### src/rtl/data_mem_pkg.sv
// Shared definitions for the data-memory request controller: FSM state encoding,
// access-size codes and the default data-segment base address.
package data_mem_pkg;

    // Byte address that maps onto RAM word 0
    localparam logic [31:0] DATA_SEG_BASE_DEFAULT = 32'h1001_0000;

    // Request size codes (2'b11 is never legal)
    localparam logic [1:0] SZ_BYTE = 2'b00;
    localparam logic [1:0] SZ_HALF = 2'b01;
    localparam logic [1:0] SZ_WORD = 2'b10;

    typedef enum logic [2:0] {
        StIdle,
        StWrite,
        StRead,
        StWait,
        StResp,
        StRmwRead,
        StRmwWait,
        StRmwWrite
    } state_e;

endpackage

### src/rtl/data_mem_addr_decode.sv
// Combinational request decode: maps a MIPS byte address to a RAM word index and
// flags out-of-range, misaligned or unsupported-size requests.
// Build option: DATA_MEM_SUBWORD_STORE_EN allows byte/half sizes; without it only
// word accesses are legal.
module data_mem_addr_decode
    import data_mem_pkg::*;
#(
    parameter int unsigned           MEMORY_DEPTH  = 32,
    parameter int unsigned           DATA_WIDTH    = 32,
    parameter logic [DATA_WIDTH-1:0] DATA_SEG_BASE = DATA_SEG_BASE_DEFAULT
) (
    input  logic [DATA_WIDTH-1:0] addr_i,
    input  logic [1:0]            size_i,
    output logic [DATA_WIDTH-1:0] word_index_o,
    output logic                  err_o
);

    logic [DATA_WIDTH-1:0] offset;
    logic                  below_base;
    logic                  beyond_end;
    logic                  misaligned;
    logic                  size_bad;

    // Range, alignment and size checks on the incoming request
    always_comb begin
        offset       = addr_i - DATA_SEG_BASE;
        word_index_o = offset >> 2;
        below_base   = addr_i < DATA_SEG_BASE;
        beyond_end   = word_index_o >= DATA_WIDTH'(MEMORY_DEPTH);

        misaligned = 1'b0;
        case (size_i)
            SZ_HALF: misaligned = addr_i[0];
            SZ_WORD: misaligned = (addr_i[1:0] != 2'b00);
            default: misaligned = 1'b0;
        endcase

`ifdef DATA_MEM_SUBWORD_STORE_EN
        size_bad = (size_i == 2'b11);
`else
        size_bad = (size_i != SZ_WORD);
`endif

        err_o = below_base | beyond_end | misaligned | size_bad;
    end

endmodule

### src/rtl/data_mem_access_ctrl.sv
// Request-side controller in front of the single-port synchronous data RAM.
// Accepts one load/store at a time, drives the RAM, hides its one-cycle read
// latency and returns a response over a valid/ready handshake.
// Build option: DATA_MEM_SUBWORD_STORE_EN enables byte/half stores through a
// read-modify-write sequence (byte/half loads then return the full word).
module data_mem_access_ctrl
    import data_mem_pkg::*;
#(
    parameter int unsigned           MEMORY_DEPTH  = 32,
    parameter int unsigned           DATA_WIDTH    = 32,
    parameter logic [DATA_WIDTH-1:0] DATA_SEG_BASE = DATA_SEG_BASE_DEFAULT
) (
    input  logic                  clk,
    input  logic                  reset,
    input  logic                  req_valid_i,
    output logic                  req_ready_o,
    input  logic                  req_write_i,
    input  logic [1:0]            req_size_i,
    input  logic [DATA_WIDTH-1:0] req_addr_i,
    input  logic [DATA_WIDTH-1:0] req_wdata_i,
    output logic                  resp_valid_o,
    input  logic                  resp_ready_i,
    output logic [DATA_WIDTH-1:0] resp_rdata_o,
    output logic                  resp_err_o,
    output logic                  ram_write_enable_o,
    output logic [DATA_WIDTH-1:0] ram_addr_o,
    output logic [DATA_WIDTH-1:0] ram_write_data_o,
    input  logic [DATA_WIDTH-1:0] ram_read_data_i
);

    state_e                state_q, state_d;
    logic [DATA_WIDTH-1:0] ram_addr_q;
    logic [DATA_WIDTH-1:0] wdata_q;
    logic [DATA_WIDTH-1:0] rdata_q;
    logic                  err_q;
    logic [1:0]            size_q;
    logic [1:0]            lane_q;

    logic [DATA_WIDTH-1:0] dec_index;
    logic                  dec_err;
    logic                  accept;

    // Insert the LSB-aligned byte/half store data into the addressed lane of old_word
    function automatic logic [DATA_WIDTH-1:0] merge_lane(
        input logic [DATA_WIDTH-1:0] old_word,
        input logic [DATA_WIDTH-1:0] new_data,
        input logic [1:0]            size,
        input logic [1:0]            lane
    );
        logic [DATA_WIDTH-1:0] mask;
        logic [4:0]            shamt;
        mask  = (size == SZ_BYTE) ? DATA_WIDTH'(8'hFF) :
                (size == SZ_HALF) ? DATA_WIDTH'(16'hFFFF) : '1;
        shamt = {lane, 3'b000};
        return (old_word & ~(mask << shamt)) | ((new_data & mask) << shamt);
    endfunction

    data_mem_addr_decode #(
        .MEMORY_DEPTH  (MEMORY_DEPTH),
        .DATA_WIDTH    (DATA_WIDTH),
        .DATA_SEG_BASE (DATA_SEG_BASE)
    ) u_addr_decode (
        .addr_i       (req_addr_i),
        .size_i       (req_size_i),
        .word_index_o (dec_index),
        .err_o        (dec_err)
    );

    assign accept = req_valid_i & (state_q == StIdle);

    // State register; reset aborts any in-flight transaction
    always_ff @(posedge clk) begin
        if (reset) begin
            state_q <= StIdle;
        end else begin
            state_q <= state_d;
        end
    end

    // Next-state selection
    always_comb begin
        state_d = state_q;
        case (state_q)
            StIdle: begin
                if (req_valid_i) begin
                    if (dec_err) begin
                        state_d = StResp;
                    end else if (!req_write_i) begin
                        state_d = StRead;
`ifdef DATA_MEM_SUBWORD_STORE_EN
                    end else if (req_size_i != SZ_WORD) begin
                        state_d = StRmwRead;
`endif
                    end else begin
                        state_d = StWrite;
                    end
                end
            end
            StWrite:    state_d = StResp;
            StRead:     state_d = StWait;
            StWait:     state_d = StResp;
            StRmwRead:  state_d = StRmwWait;
            StRmwWait:  state_d = StRmwWrite;
            StRmwWrite: state_d = StResp;
            StResp:     if (resp_ready_i) state_d = StIdle;
            default:    state_d = StIdle;
        endcase
    end

    // Datapath registers: capture request at accept, load data in WAIT, merged word in RMW_WAIT
    always_ff @(posedge clk) begin
        if (reset) begin
            ram_addr_q <= '0;
            wdata_q    <= '0;
            rdata_q    <= '0;
            err_q      <= 1'b0;
            size_q     <= SZ_BYTE;
            lane_q     <= 2'b00;
        end else begin
            if (accept) begin
                err_q   <= dec_err;
                rdata_q <= '0;
                size_q  <= req_size_i;
                lane_q  <= req_addr_i[1:0];
                // An erroring request never touches the RAM-side registers
                if (!dec_err) begin
                    ram_addr_q <= dec_index;
                    if (req_write_i) begin
                        wdata_q <= req_wdata_i;
                    end
                end
            end
            if (state_q == StWait) begin
                rdata_q <= ram_read_data_i;
            end
            if (state_q == StRmwWait) begin
                wdata_q <= merge_lane(ram_read_data_i, wdata_q, size_q, lane_q);
            end
        end
    end

    // Outputs decoded from registered state
    always_comb begin
        req_ready_o        = (state_q == StIdle);
        resp_valid_o       = (state_q == StResp);
        ram_write_enable_o = (state_q == StWrite) || (state_q == StRmwWrite);
        resp_rdata_o       = rdata_q;
        resp_err_o         = err_q;
        ram_addr_o         = ram_addr_q;
        ram_write_data_o   = wdata_q;
    end

endmodule

### config.mk
export PLATFORM = sky130hd
export DESIGN_NAME = data_mem_access_ctrl
export DESIGN_NICKNAME = d
export VERILOG_FILES = /design/src/rtl/data_mem_pkg.sv /design/src/rtl/data_mem_addr_decode.sv /design/src/rtl/data_mem_access_ctrl.sv
export SDC_FILE = /design/constraint.sdc
export NUM_CORES = 1
export LEC_CHECK = 0
export ABC_CLOCK_PERIOD_IN_PS = 2770
export BUFFER_PORTS_ARGS = -buffer_cell sky130_fd_sc_hd__buf_2
export CAP_MARGIN = 20
export CORE_UTILIZATION = 45
export CTS_CLUSTER_SIZE = 8
export DETAILED_ROUTE_END_ITERATION = 7
export HOLD_SLACK_MARGIN = 0.03
export PLACE_DENSITY = 0.74
export SYNTH_ARGS = -nofsm -noshare
export SYNTH_HDL_FRONTEND = slang
export SYNTH_SLANG_ARGS = --single-unit
### constraint.sdc
create_clock -name clk -period 2.77 [get_ports clk]
set_input_delay 0.277 -clock clk [delete_from_list [all_inputs] [get_ports clk]]
set_output_delay 0.277 -clock clk [all_outputs]
set_load 0.01 [all_outputs]
==> flow_summary.json, run 1 <==
{
  "required_ps": 3060,
  "start_util": 0.472,
  "final.setup.tns_ps": 0,
  "p_leak_nw": 3.20,
  "synth.area.top_cells": "dfxtp_1 (37%), mux2i_1 (6.8%), o21ai_0 (6.0%), nand2b_1 (5.7%), nor2_1 (5.3%)",
  "clock_sink_count": 102,
  "netlist_instances": 680,
  "drive_gt1_frac": 0.297,
  "cp_cell_sequence": "buf_2 > inv_1 > ha_1 > or4b_1 > nor3b_2 > xnor2_1 > and4_1 > a21boi_4 > buf_12 > mux2i_1",
  "violations": "DRC",
  "vias": 5649,
  "ys_warn_count": 0,
  "netlist_area_sq_um": 5480,
  "io_buffer_count": 200,
  "dp_hpwl_mm": 12.0,
  "finClkSkew_ps": 8.30,
  "die_area_sq_um": 12600,
  "maxCapViolCount": 0,
  "synth_most_common_cell": "dfxtp_1",
  "clkLatencyLatePin_ps": 360,
  "grt_first_pass_wirelength_mm": 26.5,
  "ctsResizeCount": 0,
  "postCtsSetupBuffers": 0,
  "placed_area_sq_um": 6590,
  "slew_headroom": 0.423,
  "worstMarginPinSlew_ps": 865,
  "status": "finished, violations left",
  "fp.dieH_um": 112,
  "vias_per_cell": 5.63,
  "first_global_vias": 5159,
  "row_count": 39,
  "cp_slowest_stage_delay_ps": 520,
  "synthArstFlopShare": 0,
  "arrival_ps": 2670,
  "synth_flop_cell": "dfxtp_1",
  "yosys.area.top_type": "dfxtp_1",
  "cp_top_family": "simple AND/OR/NAND/NOR gates",
  "antennaDiodeCount": 0,
  "p_per_area_nw_per_um2": 474,
  "drt.antenna.violating_nets": 0,
  "core-area_sq_um": 11600,
  "synth-edff-count": 0,
  "synth.distinct_cells": 61,
  "syn_to_final_growth_pct": 26.3,
  "ir_worst_vdd_v": 0.000502,
  "slew_viol_final": 0,
  "drc": 13,
  "yosysTopAreaCellShare": 0.373,
  "timing.final.crit_share": 0.859,
  "path_buf_inv": 3,
  "criticalPathCategory": "input pin to flip-flop",
  "fmax_mhz": 420,
  "ys_top_cells_by_count": "dfxtp_1 (102), nor2_1 (77), o21ai_0 (66)",
  "place_congestion": 0.907,
  "ios": 203,
  "grt_max_degree": 93,
  "rsz0062_at_grt": "false",
  "firstDrtPassIters": 7,
  "cts_buffers": 9,
  "routed_wl_mm": 16.7,
  "grt_use_total": 0.263,
  "wl_per_cell_um": 16.7,
  "die_w_um": 112,
  "hold_viol": 0,
  "layout.nets": 962,
  "yosysSeqAreaShare": 0.373,
  "grt_antenna_before_repair": 0,
  "cts_tree": "done",
  "fin_util": 0.596,
  "ys_ff_latch": 102,
  "cts-root-buf": "clkbuf_16",
  "drt_iter0_drc": 512,
  "end_kind": "flip-flop",
  "holdBufCountCts": 0,
  "final.min_clock_period_ps": 2380,
  "clk_path_buf_depth": 2,
  "htreeDepth": 3,
  "avgSynthCellArea_sq_um": 8.05,
  "critPathLaunchType": "input pin",
  "hp-class": "input pin to flip-flop",
  "path_max_fanout": 20,
  "critPathSlowestCell": "a21boi_4",
  "clk_pin_slew_ps": 70,
  "design_area_sq_um": 6920,
  "grt.overflow.total": 0,
  "setup_viol": 0
}
area by class of cell:
type	count	area (sq um)
fill	1089	4700
clock buffer	9	225
multi-input combinational	505	3130
tap	143	179
clock inverter	7	103
timing repair buffer	221	1170
sequential	102	2040
inverter	16	60.1
layer usage:
layer  up-vias  global-route usage  wire length, um
met1      2641               0.351             7720
li1       2766                   -                -
met2       222               0.422             7570
met3        20              0.0637             1120
met5         -                   0                0
met4         0              0.0729              286
flip-flops by register name, summed over array words and instances (netlist names):
name              count
resp_err_o            1
ram_addr_o           30
lane_q                2
state_q               3
resp_rdata_o         32
size_q                2
ram_write_data_o     32
power by group:
| group | switching [mW] | internal (mW) |
|---|---|---|
| combinational | 0.209 | 0.166 |
| clock | 0.602 | 0.805 |
| sequential | 0.0241 | 1.47 |
stage by stage:
step | setup slack (ps) | power [mW] | hold WS, ps | std cells
after floorplan | 306 | 1.74 | 424 | 681
final | 392 | 3.28 | 179 | 1003
after global placement | 103 | 1.90 | 436 | 987
after CTS | 390 | 3.30 | 172 | 1003
after detailed placement | -3.64 | 1.90 | 439 | 987
after global routing | 220 | 3.39 | 193 | 1003
cell usage in the layout, fill, tap and decap left out, drive strengths merged, types with 2 or more instances in the layout:
| cell type | count |
|---|---|
| a211oi | 2 |
| a21oi | 44 |
| a221oi | 17 |
| a22oi | 33 |
| a2bb2oi | 8 |
| a311o | 2 |
| a41oi | 2 |
| and2 | 14 |
| and3 | 3 |
| buf | 221 |
| bufinv | 2 |
| clkbuf | 9 |
| conb | 2 |
| dfxtp | 102 |
| ha | 4 |
| inv | 20 |
| mux2 | 8 |
| mux2i | 37 |
| nand2 | 51 |
| nand2b | 50 |
| nand3 | 20 |
| nand3b | 8 |
| nor2 | 77 |
| nor2b | 2 |
| nor3 | 10 |
| nor3b | 3 |
| nor4 | 2 |
| nor4b | 2 |
| o211ai | 2 |
| o21a | 2 |
| o21ai | 66 |
| o22ai | 8 |
| or4 | 3 |
| xnor2 | 2 |
| xor2 | 2 |
kinds of logic after synthesis:
logic type	synth area share
buffers and inverters	0.0571
AO/OA/AOI/OAI	0.237
adder cells (fa/ha/maj)	0.00914
flip-flops	0.373
other	0.000685
XOR/XNOR	0.00640
AND/OR/NAND/NOR	0.229
multiplexers	0.0882
final timing paths:
check | from | depth (start not counted) | endpoint | slack [ps]
max | req_addr_i[17] | 10 | ram_write_data_o[15] | 390
max reg2reg | lane_q[0] | 7 | ram_write_data_o[15] | 610
min | req_addr_i[8] | 3 | ram_addr_o[6] | 180
min reg2reg | ram_addr_o[17] | 1 | ram_addr_o[17] | 460
worst min-delay path: cells and delay by family:
family / cells / cell delay (ps)
buffers and inverters: 1 / 100
AND/OR/NAND/NOR: 1 / 50
AO/OA/AOI/OAI: 1 / 60
No activity file was read; power rests on OpenSTA's default activity.
==> run 2: changes to the inputs <==
Settings changed: CORE_MARGIN set to 2.
==> flow_summary.json, run 2 (synthesized netlist as in run 1, its figures left out) <==
{
  "routed_wl_mm": 16.7,
  "p_sw_frac": 0.270,
  "p_comb_frac": 0.123,
  "drt.antenna.violating_nets": 0,
  "htreeDepth": 3,
  "criticalPathCategory": "input pin to flip-flop",
  "grt_use_total": 0.255,
  "grt_antenna_before_repair": 0,
  "finClkSkew_ps": 9.28,
  "ios": 203,
  "slew_viol_final": 0,
  "fmax_mhz": 405,
  "clk_pin_slew_ps": 80,
  "drt_iter0_drc": 503,
  "switchingPower_mw": 0.839,
  "postCtsSetupBuffers": 0,
  "final.min_clock_period_ps": 2470,
  "grt.overflow.total": 0,
  "mostFrequentLayoutCells": "buf_2 (199), dfxtp_1 (101), nor2_1 (76), o21ai_0 (66), nand2_1 (51)",
  "path_max_fanout": 18,
  "row_count": 40,
  "syn_to_final_growth_pct": 26.2,
  "cp_top_family": "simple AND/OR/NAND/NOR gates",
  "slew_headroom": 0.486,
  "wl_per_cell_um": 16.6,
  "worstMarginPinSlew_ps": 769,
  "setup_viol": 0,
  "layout.nets": 966,
  "required_ps": 3040,
  "dp_hpwl_mm": 12.3,
  "first_global_vias": 5148,
  "cp_cell_sequence": "buf_2 > inv_1 > ha_1 > or4b_1 > nor3b_2 > xnor2_1 > and4_1 > a21boi_4 > buf_12 > mux2i_1",
  "clock_sink_count": 102,
  "vias_per_cell": 5.60,
  "core-area_sq_um": 12000,
  "final.setup.tns_ps": 0,
  "arrival_ps": 2740,
  "critPathLaunchType": "input pin",
  "fin_util": 0.578,
  "maxCapViolCount": 0,
  "cts_tree": "done",
  "hold_viol": 0,
  "io_buffer_count": 200,
  "num-fill-cells": 1131,
  "antennaDiodeCount": 0,
  "hp-class": "input pin to flip-flop",
  "grt_first_pass_wirelength_mm": 26.7,
  "clk_path_buf_depth": 2,
  "cts-root-buf": "clkbuf_16",
  "drc": 0,
  "start_util": 0.458,
  "power.internal_mw": 2.27,
  "timing.final.crit_share": 0.892,
  "p_leak_nw": 3.20,
  "p_total_mw": 3.11,
  "multi_input_comb_area_sq_um": 3130,
  "path_buf_inv": 3,
  "final_common_cell": "buf_2",
  "grt_max_degree": 69,
  "cp_slowest_stage_delay_ps": 640,
  "fp.dieH_um": 114,
  "die_area_sq_um": 13100,
  "area.sequential_sq_um": 2040,
  "cts_buffers": 9,
  "place_congestion": 0.943,
  "p_per_area_nw_per_um2": 450,
  "rsz0062_at_grt": "false",
  "vias": 5658,
  "seqPwrFrac": 0.480,
  "clkLatencyLatePin_ps": 350,
  "holdBufCountCts": 0,
  "ir_worst_vdd_v": 0.000271,
  "die_w_um": 114,
  "end_kind": "flip-flop",
  "critPathSlowestCell": "a21boi_4",
  "drive_gt1_frac": 0.300,
  "status": "finished, final reports clean",
  "clkPwrFrac": 0.397,
  "firstDrtPassIters": 5,
  "ctsResizeCount": 0
}
==> run 2: final timing paths <==
path | start | to | slack [ps] | cells after the start
worst min-delay path | req_addr_i[14] | ram_addr_o[12] | 180 | 3
worst max-delay path | req_addr_i[16] | ram_write_data_o[25] | 300 | 10
worst min register to register | ram_addr_o[28] | ram_addr_o[28] | 460 | 1
worst max register to register | state_q[2] | ram_write_data_o[25] | 580 | 7
==> run 2: cell type report <==
class	count	area share
clock buffer	9	0.0326
clock inverter	7	0.00923
inverter	16	0.00869
multi-input combinational	505	0.453
sequential	102	0.296
tap	147	0.0266
timing repair buffer	225	0.174
==> run 2: routing by layer <==
metal,vias up,GRT usage,part of all wire
met2,235,0.394,0.45
met1,2620,0.354,0.46
li1,2782,-,-
met4,0,0.0927,0.018
met5,-,0,0
met3,21,0.0529,0.072
==> run 2: stage by stage <==
step / hold WS, ps / instances / cell area [sq um] / setup WS, ps
finish: 184 / 1011 / 6910 / 300
global route: 184 / 1011 / 6910 / 155
global placement: 436 / 995 / 6620 / 36.9
detailed placement: 438 / 995 / 6620 / -25.8
CTS: 178 / 1011 / 6910 / 335
floorplan: 424 / 681 / 5480 / 306
==> run 2: power by group through the flow <==
stage / clock [mW] / sequential (mW) / combinational (mW)
after global routing: 1.31 / 1.49 / 0.423
after CTS: 1.26 / 1.49 / 0.381
final: 1.23 / 1.49 / 0.383
after global placement: 0 / 1.53 / 0.379
after detailed placement: 0 / 1.53 / 0.379
after floorplan: 0 / 1.51 / 0.227
==> run 2: worst register-to-register path, cell delays in order (launching register included) <==
cell and delay, ps:
dfxtp_1 510, inv_1 170, and3_1 190, nand2_1 70
nor3_1 70, a21boi_4 640, buf_12 270, mux2i_1 210
==> run 3: changes to the inputs <==
Settings changed: CORE_MARGIN 2 to 10.
==> flow_summary.json, run 3 (synthesized netlist as in run 1, its figures left out) <==
{
  "fp.dieH_um": 130,
  "io_buffer_count": 200,
  "whs_path_depth": 3,
  "core-area_sq_um": 12000,
  "layout.nets": 969,
  "status": "finished, final reports clean",
  "final_common_cell": "buf_2",
  "arrival_ps": 2750,
  "grt_first_pass_wirelength_mm": 28.1,
  "fin_util": 0.582,
  "drt_iter0_drc": 446,
  "p_leak_nw": 3.23,
  "drt.antenna.violating_nets": 0,
  "postCtsSetupBuffers": 0,
  "grt_max_degree": 90,
  "ios": 203,
  "vias": 5638,
  "timing.final.crit_share": 0.895,
  "grt_use_total": 0.207,
  "routed_wl_mm": 18.1,
  "clk_pin_slew_ps": 70,
  "rsz0062_at_grt": "false",
  "clk_path_buf_depth": 2,
  "drc": 0,
  "wl_per_cell_um": 17.8,
  "syn_to_final_growth_pct": 27.2,
  "r2r_setup_slack_ps": 520,
  "vias_per_cell": 5.55,
  "criticalPathCategory": "input pin to flip-flop",
  "setup_viol": 0,
  "mostFrequentLayoutCells": "buf_2 (199), dfxtp_1 (101), nor2_1 (76), o21ai_0 (66), nand2_1 (51)",
  "dp_hpwl_mm": 13.6,
  "hp-class": "input pin to flip-flop",
  "ctsResizeCount": 0,
  "final.min_clock_period_ps": 2480,
  "grt.overflow.total": 0,
  "cts_buffers": 9,
  "cts_tree": "done",
  "finClkSkew_ps": 7.52,
  "clock_sink_count": 102,
  "p_total_mw": 3.21,
  "firstDrtPassIters": 5,
  "htreeDepth": 3,
  "rr_worst_depth": 7,
  "num-fill-cells": 1118,
  "first_global_vias": 5364,
  "maxCapViolCount": 0,
  "grt_antenna_before_repair": 3,
  "slew_headroom": 0.432,
  "place_congestion": 0.883,
  "start_util": 0.458,
  "die_area_sq_um": 17000,
  "end_kind": "flip-flop",
  "required_ps": 3050,
  "die_w_um": 130,
  "path_max_fanout": 18,
  "hold_viol": 0,
  "worstMarginPinSlew_ps": 850,
  "cts-root-buf": "clkbuf_16",
  "holdBufCountCts": 0,
  "drive_gt1_frac": 0.302,
  "ir_worst_vdd_v": 0.000411,
  "critPathLaunchType": "input pin",
  "slew_viol_final": 0,
  "row_count": 40,
  "fmax_mhz": 404,
  "clkLatencyLatePin_ps": 360,
  "p_per_area_nw_per_um2": 461
}
run 3: cell count changes in the layout (fill, tap and decap cells not counted), sizes merged:
cell	previous run	this run
clkinvlp	2	0
buf	225	228
bufinv	0	1
clkinv	1	3
inv	20	19
diode	0	1
run 3: layer usage:
metal  up-vias  GRT usage  routed length [um]
met5         -          0                  13
met4         2     0.0582                 347
met3        24     0.0852                2050
met2       241      0.327                8300
met1      2595      0.254                7380
li1       2776          -                   -
run 3: critical path, cell delays in order:
cell	delay, ps
buf_2	100
inv_1	70
ha_1	160
or4b_1	480
nor3b_2	220
xnor2_1	90
and4_1	190
a21boi_4	690
buf_12	250
mux2i_1	210
run 3: worst paths after layout:
kind	start	to
worst min-delay path	req_addr_i[8]	ram_addr_o[6]
worst max register to register	state_q[2]	ram_write_data_o[22]
worst min register to register	ram_addr_o[25]	ram_addr_o[25]
worst max-delay path	req_addr_i[16]	ram_write_data_o[22]
run 3: per-stage QoR:
| step | setup TNS [ps] | setup WS, ps | hold WS, ps | instances | instance area (sq um) |
|---|---|---|---|---|---|
| 2_1_floorplan | 0 | 306 | 424 | 681 | 5480 |
| 3_3_place_gp | -600 | -52.4 | 436 | 998 | 6650 |
| 3_5_place_dp | -867 | -59.3 | 439 | 998 | 6650 |
| 4_1_cts | 0 | 276 | 165 | 1014 | 6960 |
| 5_1_grt | 0 | 128 | 170 | 1015 | 6960 |
| 6_report | 0 | 292 | 177 | 1015 | 6960 |
run 3: final cells by class:
type / instances / area (sq um) / area share
well taps: 147 / 184 / 0.0264
clock inverters: 7 / 90.1 / 0.0129
flip-flops and latches: 102 / 2040 / 0.293
repair buffers: 228 / 1230 / 0.176
clock buffers: 9 / 225 / 0.0323
inverters: 16 / 60.1 / 0.00862
multi-input cells: 505 / 3130 / 0.450
diodes: 1 / 2.50 / 0.000359
run 3: power breakdown:
| group | internal [mW] | switching [mW] | leakage, nW |
|---|---|---|---|
| clock | 0.725 | 0.611 | 0.156 |
| combinational | 0.172 | 0.214 | 2.25 |
| sequential | 1.47 | 0.0173 | 0.823 |
| total | 2.37 | 0.842 | 3.23 |
